[config.mk]
export PLATFORM = sky130hd
export DESIGN_NAME = ifu_fetch_queue
export DESIGN_NICKNAME = d
export VERILOG_FILES = /design/src/rtl/ifu_fetch_queue.sv
export SDC_FILE = /design/constraint.sdc
export NUM_CORES = 1
export LEC_CHECK = 0
export CORE_ASPECT_RATIO = 1.1
export CORE_MARGIN = 10
export CORE_UTILIZATION = 60
export CTS_CLUSTER_DIAMETER = 200
export DETAILED_ROUTE_END_ITERATION = 10
export PLACE_DENSITY = 0.85
export SLEW_MARGIN = 20
export SYNTH_ARGS = -nofsm -noshare
export SYNTH_HDL_FRONTEND = slang
export SYNTH_SLANG_ARGS = --single-unit
export TNS_END_PERCENT = 1
[constraint.sdc]
create_clock -name clk -period 3.35 [get_ports clk]
set_input_delay 0.67 -clock clk [delete_from_list [all_inputs] [get_ports clk]]
set_output_delay 0.67 -clock clk [all_outputs]
set_load 0.01 [all_outputs]
[src/rtl/ifu_fetch_queue.sv]
// Fetch queue between static branch prediction and decode.
// Circular buffer of {inst, pc, prediction} tuples with flush on redirect.
module ifu_fetch_queue #(
  parameter int DEPTH  = 4,
  parameter int ADDR_W = 32,
  parameter int DATA_W = 32
) (
  input  logic                       clk,
  input  logic                       rst_n,
  input  logic                       flush_i,
  input  logic                       push_valid_i,
  output logic                       push_ready_o,
  input  logic [DATA_W-1:0]          push_inst_i,
  input  logic [ADDR_W-1:0]          push_pc_i,
  input  logic                       push_pred_taken_i,
  input  logic [ADDR_W-1:0]          push_pred_addr_i,
  input  logic                       push_is_pred_branch_i,
  input  logic                       push_is_pred_jalr_i,
  output logic                       pop_valid_o,
  input  logic                       pop_ready_i,
  output logic [DATA_W-1:0]          pop_inst_o,
  output logic [ADDR_W-1:0]          pop_pc_o,
  output logic                       pop_pred_taken_o,
  output logic [ADDR_W-1:0]          pop_pred_addr_o,
  output logic                       pop_is_pred_branch_o,
  output logic                       pop_is_pred_jalr_o,
  output logic [$clog2(DEPTH+1)-1:0] count_o
);

  localparam int PW = $clog2(DEPTH);
  localparam int CW = $clog2(DEPTH + 1);
  localparam logic [CW-1:0] FULL = CW'(DEPTH);

  typedef struct packed {
    logic [DATA_W-1:0] inst;
    logic [ADDR_W-1:0] pc;
    logic              taken;
    logic [ADDR_W-1:0] addr;
    logic              is_br;
    logic              is_jalr;
  } entry_t;

  entry_t          mem [DEPTH];
  entry_t          head;
  logic [PW-1:0]   wr_ptr;
  logic [PW-1:0]   rd_ptr;
  logic [CW-1:0]   count;
  logic            push_fire;
  logic            pop_fire;

  assign push_ready_o = (count != FULL);
  assign pop_valid_o  = (count != '0);
  assign push_fire    = push_valid_i & push_ready_o & ~flush_i;
  assign pop_fire     = pop_valid_o & pop_ready_i & ~flush_i;
  assign count_o      = count;

  assign head                 = mem[rd_ptr];
  assign pop_inst_o           = head.inst;
  assign pop_pc_o             = head.pc;
  assign pop_pred_taken_o     = head.taken;
  assign pop_pred_addr_o      = head.addr;
  assign pop_is_pred_branch_o = head.is_br;
  assign pop_is_pred_jalr_o   = head.is_jalr;

  always_ff @(posedge clk or negedge rst_n) begin
    if (!rst_n) begin
      wr_ptr <= '0;
      rd_ptr <= '0;
      count  <= '0;
      for (int i = 0; i < DEPTH; i++)
        mem[i] <= '0;
    end else if (flush_i) begin
      wr_ptr <= '0;
      rd_ptr <= '0;
      count  <= '0;
    end else begin
      if (push_fire) begin
        mem[wr_ptr] <= '{
          inst:    push_inst_i,
          pc:      push_pc_i,
          taken:   push_pred_taken_i,
          addr:    push_pred_addr_i,
          is_br:   push_is_pred_branch_i,
          is_jalr: push_is_pred_jalr_i
        };
        wr_ptr <= wr_ptr + PW'(1);
      end
      if (pop_fire)
        rd_ptr <= rd_ptr + PW'(1);
      unique case (1'b1)
        push_fire & ~pop_fire: count <= count + CW'(1);
        pop_fire & ~push_fire: count <= count - CW'(1);
        default:               count <= count;
      endcase
    end
  end

  // Underflow wraps the unsigned count above DEPTH, so one bound covers both.
  always_ff @(posedge clk) begin
    if (rst_n)
      assert (count <= FULL)
        else $error("fetch queue count out of range: %0d", count);
  end

endmodule

==> impl_results.md <==
* Outcome: complete, no violations
* Crit start category: flop
* Longest Clk Path Bufs at 3
* Crit. End Element: output pin
* Nets at 1339
* Clock Pin Slew Worst Setup and Hold Paths at ~60 ps
* Clk_skew at 7.56 ps
* Synth Area in Compound Gates at less than 1%
* Worst Reg-to-Reg Cells at 5
* First-pass GRT wire length at 62.1 mm
* Fin. max-slew vios at 0
* DR vias at 9757
* Die X at around 180 um
* Largest net degree at the start of global routing at between 90 and 100
* Post-cts resize count at 0
* Sw frac at 25.7%
* Hpwl dp at 24.4 mm
* Max Freq at about 310 MHz
* Final TNS setup at 0 ps
* # rows at 65
* Synth warnings at 0
* Reg2Reg Setup Slack at just under 800 ps
* CTS tree: done
* Slew @ Worst Pin at 737 ps
* IO Port Bufs at 207
* Antenna violations before repair at 0
* Psw at 4210 uW
* Worst reg2reg startpoint: count_o[2]$_DFFE_PN0P_
* Share of cells above drive strength 1 at 44.1%
* Worst vdd ir at 0.466 mV
* Synthesized area per cell at 17.4 um^2
* CTS Sinks at 403
* RR Endpoint: mem[50]$_DFFE_PN0P_
* Syn Nets at between 1000 and 1500
* Commonest non-fill, non-tap cell in the layout: dfrtp_1
* GR Overflow Total at 0
* Final routed DRC violation total at 0
* Leakage at between 0.009 and 0.01 uW
* Post-CTS setup repair buffer count at 0
* Most frequent cells in the layout: dfrtp_1 (401), mux2_2 (356), clkdlybuf4s50_1 (206)
* Vias/cell at 5.99
* Internal power at 12200 uW
* Mapped Cells at 1015
* Worst-Skew Late Latency at 520 ps
* Core Region at 0.0289 mm^2
* Largest family of logic cells by synthesized area: multiplexers
* WP data required at about 2700 ps
* Remaining antenna violation count at 0
* Root buf cell: clkbuf_16
* Tot Pwr at 16400 uW
* Tightest Hold Check Type: in2async
* Clk pwr share at 27.9%
* Post-Synth XOR/XNOR Area at 0.198%
* Die Y at approximately 200 um
* Count of cell types in the netlist at 35
* Comb power frac at a little over a quarter
* Cts hold-fix bufs at 0
* Final worst path period share at 96.4%
* Post-synthesis simple-gate area fraction at 1.27%
* Seq cells post-synth at between 400 and 500
* Gr usage total at a little over a fifth
* Syn Std Cell Area at 0.0177 mm^2
* Setup violations, final at 0
* Syn-to-layout area delta at 22.1%
* Unrepaired setup endpoints after global routing: false
* Fillers at 1691
* Wirelength, routed at ~38 mm
* Asr flop ratio synth at 100%
* Starting density of the core at 61.2%
* Seq pwr share at between 40 and 50%
* Crit Path Class: reg2out
* Synth Area in Adders at 0.397%
* CTS buffer count at 42
* CP max FO at 40
* Register area share after synthesis at 57.1%
* Number of flops mapped to enable cells by yosys at 0
* Dominant synthesized flop cell: dfrtp_1
* CP arrival at 2560 ps
* Iteration-0 DRC Markers at 575
* Post-synthesis mux area share at 37.9%
* Final Hold Fails at 0
* Slew HR at 50.8%
* Area of the die at 0.0367 mm^2
* Power Density at 759 mW/mm^2
* Io pins at roughly 210
* Register area at between 0.01 and 0.015 mm^2
* Drt pass-1 iters at 4
* H-tree levels at 2
* Max Cap Viol at 0
* GPL Wtd Cong at 0.755
* Worst setup path startpoint: rd_ptr[0]$_DFFE_PN0P_
* WL/cell at around 23 um
* Vias in the first global route at 11200
* Tmin final at 3230 ps
* Area taken by multi-input logic gates at 0.00708 mm^2
==> worst max-delay path: stages (launching register included) <==
cell	delay (ps)
dfrtp_4	540
buf_12	350
mux4_2	590
clkdlybuf4s50_1	520
==> power by group through the flow <==
stage | clock (uW) | sequential (uW) | combinational [uW]
5_1_grt | 4860 | 7530 | 4810
3_5_place_dp | 0 | 7380 | 4500
2_1_floorplan | 0 | 7060 | 2840
3_3_place_gp | 0 | 7260 | 4360
6_report | 4580 | 7330 | 4470
4_1_cts | 4660 | 7330 | 4550
==> kinds of logic (layout without fill, tap and decap cells) <==
kind of cell	after synthesis	count (layout)
AO/OA/AOI/OAI	9	9
XOR/XNOR	4	4
adder cells (fa/ha/maj)	5	5
buffers and inverters	68	312
flip-flops	403	403
multiplexers	495	495
other	0	2
AND/OR/NAND/NOR	31	31
==> worst max-delay path by stage <==
stage	cells past startpoint	end
6_report	3	pop_pred_addr_o[2]
5_1_grt	3	pop_pred_addr_o[2]
4_1_cts	3	pop_pred_addr_o[2]
3_5_place_dp	5	mem[88]$_DFFE_PN0P_
3_3_place_gp	5	mem[94]$_DFFE_PN0P_
2_1_floorplan	7	count_o[2]$_DFFE_PN0P_
==> per-layer routing <==
layer | up-vias | part of all wire (%) | global-route usage (%) | wire (um)
met5 | - | 0 | 0 | 0
met4 | 0 | 1.3 | 4.10 | 490
met3 | 43 | 6.0 | 5.28 | 2260
met2 | 229 | 51 | 36.6 | 19500
met1 | 5246 | 41 | 26.8 | 15600
li1 | 4239 | - | - | -
==> synthesized netlist by cell type, types with 2 or more instances <==
cell type / instances / share of area, %
a21oi_1: 2 / 0.057
buf_1: 3 / 0.064
buf_12: 4 / 0.45
buf_2: 9 / 0.25
buf_4: 32 / 1.4
buf_8: 4 / 0.34
clkbuf_1: 13 / 0.28
dfrtp_1: 403 / 57
ha_1: 4 / 0.28
inv_1: 2 / 0.043
mux2_1: 40 / 2.5
mux2_2: 356 / 23
mux4_2: 99 / 13
nand2_1: 5 / 0.11
nand2_8: 4 / 0.45
nand2b_1: 2 / 0.071
nand3_1: 4 / 0.11
nor2_1: 6 / 0.13
nor2b_1: 2 / 0.071
nor3_1: 2 / 0.057
o21ai_0: 2 / 0.057
or3_1: 2 / 0.071
xnor2_1: 2 / 0.099
xor2_1: 2 / 0.099
==> stage by stage <==
stage | util [%] | instance area (um^2) | std cells | worst slack (ps) | hold WS, ps
after floorplan | - | 17700 | 1015 | 1040 | 374
after global placement | 69.9 | 20200 | 1554 | 221 | 468
after detailed placement | 69.9 | 20200 | 1554 | 175 | 477
after CTS | 74.7 | 21600 | 1627 | 61.4 | 141
after global routing | 74.7 | 21600 | 1627 | 1.09 | 155
final | 74.7 | 21600 | 1629 | 121 | 121
==> flip-flops by register name, summed over array words and instances (netlist names) <==
register,cells
count_o,3
wr_ptr,2
rd_ptr,2
mem,396
==> cell type report <==
class	instances	share of cell area (%)
multi-input cells	544	32.8
repair buffers	237	11.8
clock inverters	5	0.232
inverters	2	0.0348
diodes	2	0.0232
flip-flops and latches	403	46.8
well taps	368	2.13
clock buffers	68	6.13
Power figures use the tool's default switching activity.
